===== config.mk =====
export PLATFORM = sky130hd
export DESIGN_NAME = fetch_npc
export DESIGN_NICKNAME = d
export VERILOG_FILES = /design/src/rtl/fetch_npc.sv
export SDC_FILE = /design/constraint.sdc
export NUM_CORES = 1
export LEC_CHECK = 0
export ABC_AREA = 1
export CELL_PAD_IN_SITES_DETAIL_PLACEMENT = 0
export CELL_PAD_IN_SITES_GLOBAL_PLACEMENT = 1
export CORE_MARGIN = 2
export CORE_UTILIZATION = 32
export CTS_CLUSTER_DIAMETER = 80
export DETAILED_ROUTE_END_ITERATION = 10
export GPL_TIMING_DRIVEN = 1
export MAX_ROUTING_LAYER = met4
export PLACE_DENSITY_LB_ADDON = 0.1
export REMOVE_ABC_BUFFERS = 1
export SLEW_MARGIN = 20
export SYNTH_ARGS = -nofsm -noshare
export SYNTH_HDL_FRONTEND = slang
export SYNTH_SLANG_ARGS = --single-unit

===== constraint.sdc =====
create_clock -name clk -period 2.4 [get_ports clk]
set_input_delay 0.48 -clock clk [delete_from_list [all_inputs] [get_ports clk]]
set_output_delay 0.48 -clock clk [all_outputs]
set_load 0.02 [all_outputs]

===== src/rtl/fetch_npc.sv =====
// fetch_npc: fetch-stage PC register, IF/ID latch and next-PC selection.
// Decodes the instruction held in IF/ID to redirect fetch for
// beq/bgezal/bltz/j/jal/jr/jalr.
// Optional feature macro: NPC_DELAY_SLOT_EN
//   defined   -> MIPS delay-slot semantics; a taken transfer never flushes IF/ID
//   undefined -> a taken transfer replaces the next IF/ID entry with a nop
module fetch_npc #(
  parameter logic [31:0] RESET_PC = 32'h0000_3000
) (
  input  logic        clk,
  input  logic        reset,
  input  logic        stall,
  input  logic [31:0] instr_f,
  input  logic        cmpout,
  input  logic [31:0] rs_d,
  output logic [31:0] pc_f,
  output logic [31:0] instr_d,
  output logic [31:0] pc_d,
  output logic [31:0] pc8_d,
  output logic        redirect
);

  localparam logic [5:0] OP_SPECIAL = 6'b000000;
  localparam logic [5:0] OP_REGIMM  = 6'b000001;
  localparam logic [5:0] OP_J       = 6'b000010;
  localparam logic [5:0] OP_JAL     = 6'b000011;
  localparam logic [5:0] OP_BEQ     = 6'b000100;
  localparam logic [4:0] RT_BGEZAL  = 5'b10001;
  localparam logic [4:0] RT_BLTZ    = 5'b00000;
  localparam logic [5:0] FN_JR      = 6'b001000;
  localparam logic [5:0] FN_JALR    = 6'b001001;

  logic [5:0]  op;
  logic [4:0]  rt;
  logic [5:0]  funct;
  logic        is_branch;
  logic        is_jump;
  logic        is_jreg;
  logic        taken_branch;
  logic [31:0] imm_ext;
  logic [31:0] branch_target;
  logic [31:0] jump_target;
  logic [31:0] pc_next;
  logic        flush;

  assign op    = instr_d[31:26];
  assign rt    = instr_d[20:16];
  assign funct = instr_d[5:0];

  // Classify the instruction sitting in IF/ID; cmpout only matters for branches.
  always_comb begin
    is_branch = 1'b0;
    is_jump   = 1'b0;
    is_jreg   = 1'b0;
    case (op)
      OP_BEQ:     is_branch = 1'b1;
      OP_REGIMM:  is_branch = (rt == RT_BGEZAL) || (rt == RT_BLTZ);
      OP_J,
      OP_JAL:     is_jump   = 1'b1;
      OP_SPECIAL: is_jreg   = (funct == FN_JR) || (funct == FN_JALR);
      default: ;
    endcase
  end

  assign taken_branch  = is_branch && cmpout;
  assign redirect      = taken_branch || is_jump || is_jreg;
  assign imm_ext       = {{14{instr_d[15]}}, instr_d[15:0], 2'b00};
  assign branch_target = pc_d + 32'd4 + imm_ext;
  assign jump_target   = {pc_d[31:28], instr_d[25:0], 2'b00};

  // Next-PC select; taken branch outranks jumps, which outrank register jumps.
  always_comb begin
    pc_next = pc_f + 32'd4;
    if (taken_branch)
      pc_next = branch_target;
    else if (is_jump)
      pc_next = jump_target;
    else if (is_jreg)
      pc_next = rs_d;
  end

`ifdef NPC_DELAY_SLOT_EN
  assign flush = 1'b0;
`else
  assign flush = redirect;
`endif

  // PC and IF/ID latch; reset beats stall, stall freezes everything.
  always_ff @(posedge clk) begin
    if (!reset) begin
      pc_f    <= RESET_PC;
      instr_d <= 32'h0;
      pc_d    <= 32'h0;
      pc8_d   <= 32'h0;
    end else if (!stall) begin
      pc_f    <= pc_next;
      instr_d <= flush ? 32'h0 : instr_f;
      pc_d    <= pc_f;
      pc8_d   <= pc_f + 32'd8;
    end
  end

endmodule


# ---- Word-level counts from Yosys, hierarchy flattened
# Index checks and enable logic that the tools add are counted.
dict set report word_totals {
  register_bits 128
  input_bits 68
  out_inout_bits 129
  wordCells 30
}
dict set report classes {
  add_sub_neg 4
  n_eq_ne 7
  n_mux 7
  n_reduce_logical 8
}
# cell count
set op_table {}
lappend op_table {{2-to-1 mux 32 bit} 4}
lappend op_table {{adder 32 x 3 -> 32 bit (second input constant)} 2}
lappend op_table {{adder 32 bit} 1}
lappend op_table {{adder 32 x 4 -> 32 bit (second input constant)} 1}
lappend op_table {{== test 6 x 2 -> 1 bit (second input constant)} 2}
lappend op_table {{== test 6 x 4 -> 1 bit (second input constant)} 2}
lappend op_table {{== test 6 x 1 -> 1 bit (second input constant)} 1}
lappend op_table {{== test 6 x 3 -> 1 bit (second input constant)} 1}
lappend op_table {{logical NOT 6 bit} 1}
lappend op_table {{== test 5 bit (second input constant)} 1}
lappend op_table {{logical NOT 5 bit} 1}
lappend op_table {{logical OR 1 bit} 4}
lappend op_table {{2-to-1 mux 1 bit} 2}
lappend op_table {{case mux 1 bit (2 select lines)} 1}
lappend op_table {{OR reduction 2 bit} 1}
lappend op_table {{logical AND 1 bit} 1}

# ---- Longest topological paths before layout
dict set report logic_depth {
  depth_word 7
  depth_mapped 16
  ltp_nobuf 16
}

# ---- Least setup slack after synthesis
# No wires, ideal clock.
dict set report synth_timing {
  path_type {reg2reg}
  from {reg instr_d[15]}
  to {reg pc_f[31]}
  setup_ns 0.117
  arrival_time_ns 2.337
  required_time_ns 2.283
  path_slack_ns -0.054
  stages_incl_launch_ff 12
  n_path_buf 0
  synth_period_minus_slack_ns 2.454
  path_cell_list {dfxtp_1 ha_1 ha_1 nand2_1 nor2_1 and2_1 and2_1 nand2_1 a21oi_1 nor2_1 nor2_1 nor2_1}
}
dict set report synth_between {
  elab_chain_cells 2
}
# element line
set synth_lines {}
lappend synth_lines {{start, declared} 17} ;# output logic [31:0] instr_d,
lappend synth_lines {{start signal, assigned} 97} ;# instr_d <= flush ? 32'h0 : instr_f;
lappend synth_lines {{adder 32 bit} 68} ;# assign branch_target = pc_d + 32'd4 + imm_ext;
lappend synth_lines {{2-to-1 mux 32 bit} 74} ;# if (taken_branch)
lappend synth_lines {{end signal, assigned} 96} ;# pc_f <= pc_next;
lappend synth_lines {{end, declared} 16} ;# output logic [31:0] pc_f,
# No other way between the ends.
# A chain may end at the register's enable or synchronous reset.

# ---- Worst setup path in the final report
dict set report layout_timing {
  from {reg pc_f[5]}
  to {out pc_f[5]}
}
# No word-level cell between the ends.

==> results.sh <==
export IMPL_gp_congestion=0.896
export IMPL_comb_power_share_pct=28.9
export IMPL_dr_first_iter_drc_count=796
export IMPL_min_period_over_period_pct=96.3
export IMPL_grt_usage_pct=28.0
export IMPL_hold_violations=0
export IMPL_power_total_mw=7.13
export IMPL_ys_ff_latch=125
export IMPL_period_needed_ns=2.31
export IMPL_p_clk_share_pct=38.0
export IMPL_overflow=0
export IMPL_die_y_um=175
export IMPL_pwr_share_seq_pct=33.1
export IMPL_placement_io_buffers=196
export IMPL_synth_ff_type="dfxtp_1"
export IMPL_power_switching_mw=2.52
export IMPL_p_leak_nw=6.21
export IMPL_syn_to_final_growth_pct=46.9
export IMPL_numCtsBuffers=17
export IMPL_grt_pass1_wl_um=63100
export IMPL_drv_cap=0
export IMPL_drive_above_1_share_pct=16.3
export IMPL_maxSlewHeadroom_pct=51.1
export IMPL_regArea_sq_mm=0.00251
export IMPL_dp_hpwl_um=32200
export IMPL_initial_core_util_pct=32.6
export IMPL_via_per_inst=4.95
export IMPL_powerDensity_mw_per_mm2=517
export IMPL_synth_distinct_cells=42
export IMPL_row_count=62
export IMPL_drc=0
export IMPL_start_kind="flip-flop"
export IMPL_ant_nets=0
export IMPL_cts_tree="yes"
export IMPL_antenna_found_initial=0
export IMPL_max_freq_ghz=0.433
export IMPL_vias=10938
export IMPL_fillers=3036
export IMPL_cts_root_buf="clkbuf_16"
export IMPL_cts_sinks=125
export IMPL_die_area_sq_mm=0.0307
export IMPL_io_pins=197
export IMPL_end_kind="output port"
export IMPL_hold_class="input pin to flip-flop"
export IMPL_yosysTopAreaCellShare_pct=26.7
export IMPL_holdPathStages=3
export IMPL_crit_fanout=5
export IMPL_wl_per_cell_um=19.2
export IMPL_htree_levels=4
export IMPL_ctsHoldBuffers=0
export IMPL_report_final_setup_viol=0
export IMPL_synth_async_reset_ratio_pct=0
export IMPL_first_pass_iters=5
export IMPL_grt_max_degree=65
export IMPL_multi_input_area_sq_mm=0.00649
export IMPL_skew_ns=0.0183
export IMPL_rsz0062_at_grt="true"
export IMPL_syn_inst=1537
export IMPL_worstSetupPathType="flip-flop to output port"
export IMPL_num_antenna_cells=0
export IMPL_clkTransAtPathRegs_ns=0.07
export IMPL_tightestPinTransition_ns=0.732
export IMPL_clock_latency_ns=0.43
export IMPL_synth_avg_cell_area_sq_um=6.10
export IMPL_clockBufferDepth=2
export IMPL_ys_seq_area_share_pct=26.7
export IMPL_peakVddDrop_uv=398
export IMPL_nNetsFinal=1939
export IMPL_worstPathRequired_ns=1.92
export IMPL_synth_edf_count=0
export IMPL_totalWireLength_um=42500
export IMPL_arrival_ns=1.83
export IMPL_fp_dieW_um=175
export IMPL_yosys_area_top_type="dfxtp_1"
export IMPL_p_int_mw=4.61
export IMPL_grt_pass1_vias=10535
export IMPL_ys_top_cells_by_count="471 x nand2_1, 196 x inv_1, 142 x nor2_1"
export IMPL_reg2reg_depth=16
export IMPL_p_sw_share_pct=35.4
export IMPL_yosysWarnings=0
export IMPL_synth_most_common_cell="nand2_1"
export IMPL_final_util_pct=47.9
export IMPL_syn_cell_area_sq_mm=0.00938
export IMPL_outcome="finished clean"
export IMPL_coreArea_sq_mm=0.0288
export IMPL_final_max_slew_violation_count=0
export IMPL_synth_area_top_cells="dfxtp_1 27%, nand2_1 19%, ha_1 7.9%, inv_1 7.8%, nand3_1 7.0%"
==> stage by stage <==
stage | setup WS, ns | hold slack [ns] | area, sq um | setup TNS, ns | cells
floorplan | -0.616 | 0.540 | 9120 | -44.16 | 1476
global placement | -0.146 | 0.452 | 12500 | -0.290 | 2173
detailed placement | -0.154 | 0.457 | 12500 | -0.457 | 2173
CTS | 0.00238 | 0.424 | 13100 | 0 | 2206
global route | -0.0210 | 0.450 | 13800 | -0.0618 | 2208
finish | 0.0896 | 0.436 | 13800 | 0 | 2208
==> worst paths after layout <==
| kind | from | end | slack, ns |
|---|---|---|---|
| min | stall | pc8_d[28] | 0.44 |
| min reg2reg | pc8_d[28] | pc8_d[28] | 0.47 |
| max | pc_f[5] | pc_f[5] | 0.09 |
| max reg2reg | instr_d[15] | pc_f[28] | 0.10 |
==> power by group through the flow <==
stage	Combinational, mW	Sequential [mW]	Clock [mW]
after detailed placement	1.92	2.40	0
after floorplan	0.724	2.57	0
after global routing	2.24	2.38	2.83
after CTS	1.93	2.36	2.76
final	2.06	2.36	2.71
after global placement	1.92	2.40	0
==> cell usage in the layout (no fill, tap or decap), types with 3 or more instances in the layout <==
master           count
a211oi_1             4
a21oi_1            114
a21oi_2              6
a31oi_1              7
and2_1               4
buf_12               7
buf_4              111
clkbuf_16           18
clkdlybuf4s50_1    193
clkinvlp_4           3
dfxtp_1            123
ha_1                23
ha_2                 5
ha_4                31
inv_1              195
inv_2                4
inv_6                6
inv_8                3
nand2_1            452
nand2_2             24
nand2_4              5
nand3_1            120
nand3_2             12
nand3b_1             8
nand4_1             11
nor2_1             122
nor2_2              20
nor2_4              18
nor3_1               6
o211ai_1             7
o21ai_0             86
o21ai_1              9
or2_2                3
xnor2_1              3
xor2_1              29
==> flip-flops by register name, summed over array words and instances (netlist names) <==
signal and flops:
pc8_d 29, pc_f 32, instr_d 32, pc_d 32
==> area by class of cell <==
| type | instances | area share [%] |
|---|---|---|
| Clock inverter | 14 | 1.07 |
| Clock buffer | 18 | 3.19 |
| Tap cell | 384 | 3.48 |
| Multi-Input combinational cell | 1149 | 47.1 |
| Inverter | 202 | 5.52 |
| Timing Repair Buffer | 316 | 21.5 |
| Sequential cell | 125 | 18.2 |
==> cells by family after synthesis <==
family                   Yosys count  synth area share (%)
flip-flops                       125                  26.7
XOR/XNOR                          32                  2.99
adder cells (fa/ha/maj)           60                  8.08
AND/OR/NAND/NOR                  817                  37.9
AO/OA/AOI/OAI                    240                  13.5
buffers and inverters            263                  10.9
==> worst max-delay path: stages, from the launching register on <==
cell	delay, ns
dfxtp_1	0.58
buf_4	0.22
clkdlybuf4s50_1	0.60
==> per-layer routing <==
metal  GRT usage (%)  vias to the layer above  wire length, um
li1                -                     5462                -
met5               -                        -                0
met4            8.68                        0              964
met1            37.6                     5070            20100
met2            44.2                      365            19200
met3            3.07                       41             2210
==> repair_timing <==
| item | 4_1_cts | 5_1_grt |
|---|---|---|
| endpoints found under the hold margin | 0 | 0 |
| buffers inserted | 1 | 1 |
| setup endpoints to repair | 10 | 20 |
| cloned | 0 | 1 |
| resized for setup | 15 | 104 |
| pin swaps | 1 | 15 |
Power figures use the tool's default switching activity.
==> edit 1 (same flow settings) <==
`RESET_PC`: 32'h0000_3000 -> 32'h00002400.
--- a/src/rtl/fetch_npc.sv
+++ b/src/rtl/fetch_npc.sv
@@ -5,7 +5,7 @@
 //   defined   -> MIPS delay-slot semantics; a taken transfer never flushes IF/ID
 //   undefined -> a taken transfer replaces the next IF/ID entry with a nop
 module fetch_npc #(
-  parameter logic [31:0] RESET_PC = 32'h0000_3000
+  parameter logic [31:0] RESET_PC = 32'h00002400
 ) (
   input  logic        clk,
   input  logic        reset,
Formal check against the unedited RTL: not equivalent (Yosys sat finds a counterexample within 4 cycles, from zero or initial values and one cycle with reset low).
==> edit 1 against the unedited design <==
Maximum frequency up 0.30%. Sequential cell count unchanged. Routed wire length down 3.7%. Non-clock buffer count up 3. Setup slack better by 0.0069 ns. Total power down 0.72%. Area after synthesis down 0.24%. Cell area down 1.7%. Count of clock-buffer cells in the layout unchanged. Critical path type is now reg2reg. Largest cell class unchanged.
==> edit 1: results (changes against the unedited design) <==
* First-pass GRT wire length at 61,330 um (-2.9%)
* Register area share after synthesis at 0.2673 (+0.0006417)
* Clock skew at 0.01452 ns (-0.003747 ns)
* RePlAce Congestion at 0.9532 (+6.4%)
* WL per Instance at 18.53 um (-3.6%)
* Resized Gates After CTS at 7 (-8)
* Max clock buf depth at 2 (unchanged)
* Yosys cell types at 44 (+4.8%)
* Grt met3 use at 0.03481 (+0.004134)
* Routed wl met2 at 18,620 um (-3.1%)
* Detailed-route via count at 10,780 (-1.5%)
* Critical path's slowest cell: dfxtp_1
* Largest delay share family, worst path: simple AND/OR/NAND/NOR gates
* DP Area at 12,530 um2 (about the same)
* Routed WL at 40,880 um (-3.7%)
* Share of layout cells above drive strength 1 at 0.1482 (-0.01519)
* Starting DRC count in detailed routing at 723 (-9.2%)
* F_max at 0.4341 GHz (+0.30%)
* Met1 wire length at 19,280 um (-3.9%)
* Vias in the first global route at 10,310 (-2.2%)
* Post-DP HPWL at 31,770 um (-1.2%)
* Mapped Cells at 1,533 (-0.26%)
* CP startpoint: instr_d[15]
* Dominant cells by area after synthesis: dfxtp_1 (27%), nand2_1 (19%), inv_1 (7.9%)
* Hold Path Sink: pc_d[23]
* Largest net degree at the start of global routing at 60 (-7.7%)
* Critical Path AT at 2.62 ns (+0.79 ns)
* Delay of the slowest cell on the worst path at 0.33 ns (-0.27 ns)
* GRT met1 Usage at 0.3626 (-0.01376)
* Post-Place Worst Slack at -0.07472 ns (+0.07901 ns)
* NumNets Final at 1,937 (-0.10%)
* Status: finished, final reports clean
* Synth warn at 0 (unchanged)
* R2R cell count at 12 (-4)
* CP Max Fanout at 12 (+7)
* M2 GR Usage at 0.4312 (-0.01044)
* Cells after DPL at 2,173 (unchanged)
* Leakage power at 6.214 nW (+0.13%)
* Met3 wire len at 1960 um (-11%)
* Max IR drop VDD at 0.4699 mV (+18%)
* End of the critical path: pc_f[30]
* Slew HR at 0.5243 (+0.01319)
* Hold slack at 0.4489 ns (+0.01280 ns)
## edit 1: cell count changes after synthesis, moves of 3 or more
cell,delta
nor2_1,-11
o21ai_0,-10
o21ai_1,+6
xor2_1,+6
buf_2,+4
nand2_1,+3
nand4_1,+3
nor2_2,+3
## edit 1: area by class of cell
cell class                      count  area, um2
Fill cell                        3077      15230
Clock inverter                     14      156.4
Multi-Input combinational cell   1141       6237
Sequential cell                   125       2504
Tap cell                          384      480.5
Inverter                          205      772.0
Timing Repair Buffer              319       2973
Clock buffer                       18      429.2
## edit 1: cells by family (layout without fill, tap and decap cells)
family	Yosys count	count (layout)	share of synthesized area
flops	125	125	0.2673
xor+xnor	36	36	0.03369
fa+ha+maj	60	60	0.08101
compound gates	236	236	0.1327
buf+inv	267	556	0.1113
simple gates	809	809	0.3739
## edit 1: where the power goes
group          switching (mW)  internal [mW]
clock network            1.16           1.55
registers               0.124           2.21
logic                    1.15          0.879
==> edit 2 (same flow settings) <==
Without the edit above. Make the reset (`reset`) asynchronous in one clocked block.
--- a/src/rtl/fetch_npc.sv
+++ b/src/rtl/fetch_npc.sv
@@ -86,7 +86,7 @@
 `endif
 
   // PC and IF/ID latch; reset beats stall, stall freezes everything.
-  always_ff @(posedge clk) begin
+  always_ff @(posedge clk or negedge reset) begin
     if (!reset) begin
       pc_f    <= RESET_PC;
       instr_d <= 32'h0;
Formal check against the unedited RTL: differs if reset is asserted again (counterexample within 4 cycles, from zero or initial values and one cycle with reset low); with reset held inactive, the same outputs for 4 cycles.
==> edit 2 against the unedited design <==
Area after synthesis grew 1.3%. Final cell count decreased by 1.8%. Routed wire length is 0.50% higher. Setup slack lost 0.042 ns. Sequential cell count unchanged. Register-to-register slack got worse by 0.05 ns. Clock skew shrank 0.00065 ns. Cell area grew 5.7%. Critical endpoint is now pc_f[29]. Largest cell class unchanged.
Power is not compared: it rests on default switching activity, and its combinational part moved more than twofold at a synthesized area within 25%.
==> edit 2: results (changes against the unedited design) <==
* Fill count at 3,053 (+0.56%)
* CTS Hold Buffers Added at 1 (+1)
* Clock buf/inv share at 0.03925 (-0.003315)
* Compound-Gate Fraction of Synth Area at 0.1116 (-0.02308)
* Syn_area_per_cell at 6.574 um2 (+7.7%)
* Antenna violations before repair at 0 (unchanged)
* Resized Gates After CTS at 49 (+34)
* Post-Place Worst Slack at -0.1950 ns (-0.04127 ns)
* CP Max Fanout at 6 (+1)
* CP startpoint: instr_d[15]
* Area taken by multi-input logic gates at 6480 um2 (-0.14%)
* Synth warn at 0 (unchanged)
* Starting DRC count in detailed routing at 770 (-3.3%)
* Final setup margin at 0.04767 ns (-0.04195 ns)
* R2R cell count at 14 (-2)
* Status: finished, final reports clean
* Cells after DPL at 2,126 (-2.2%)
* Critical path's slowest cell: dfrtp_2
* Synth top cells by count: nand2_1 (553), inv_1 (169), dfrtp_1 (123)
* Post-DP HPWL at 32,740 um (+1.8%)
* Register area share after synthesis at 0.3293 (+0.06259)
* RePlAce Congestion at 0.8803 (-1.7%)
* Total track usage at 0.2840 (+0.003765)
* Vias in the first global route at 10,510 (-0.20%)
* Hold Path Sink: pc_d[0]
* WL per Instance at 19.67 um (+2.3%)
* Final non-clock buffer share at 0.2202 (+0.005298)
* Delay of the slowest cell on the worst path at 0.46 ns (-0.14 ns)
* Via density at 4.894 (-1.2%)
* Xor/xnor cell area share of the yosys netlist at 0.02211 (-0.007760)
* First-pass GRT wire length at 63,760 um (+0.99%)
* End of the critical path: pc_f[29]
* Post-synth ARST share at 1.000 (+1.000)
* Core area at 29,480 um2 (+2.4%)
* Critical Path AT at 2.67 ns (+0.84 ns)
* Adder-cell share of the synthesized area at 0.07976 (-0.001053)
* Multi-input combinational cell count at 1,091 (-5.0%)
* Non-CTS buffers at 351 (+11%)
* DP Area at 12,820 um2 (+2.4%)
* Share of layout cells above drive strength 1 at 0.2226 (+0.05922)
* FF+latch count at 125 (unchanged)
* Ys flop type: dfrtp_1
* Largest delay share family, worst path: simple AND/OR/NAND/NOR gates
* Yosys cell types at 45 (+7.1%)
[edit 2: changes by cell type after synthesis, sizes merged, moves of 7 or more]
cell	unedited run	this run
a21oi	120	49
buf	21	31
clkbuf	40	19
dfrtp	0	123
dfxtp	125	0
inv	200	176
nand2	481	559
nand3	132	113
nor2	161	109
o211ai	7	14
o21ai	95	116
[edit 2: per-stage QoR]
step / setup TNS, ns / util / hold slack, ns
after floorplan: -43.39 / - / 0.1844
after global placement: -1.056 / 0.4349 / 0.4367
after detailed placement: -1.745 / 0.4349 / 0.4323
after CTS: -0.06440 / 0.4650 / 0.4856
after global routing: -0.2853 / 0.4942 / 0.5155
final: 0 / 0.4942 / 0.4834
[edit 2: metal layers]
layer	global-route usage	up-vias	wire, um
met5	-	-	0
met4	0.07404	0	956
met3	0.04457	39	2259
met2	0.4711	316	20430
met1	0.3614	4995	19020
li1	-	5265	-
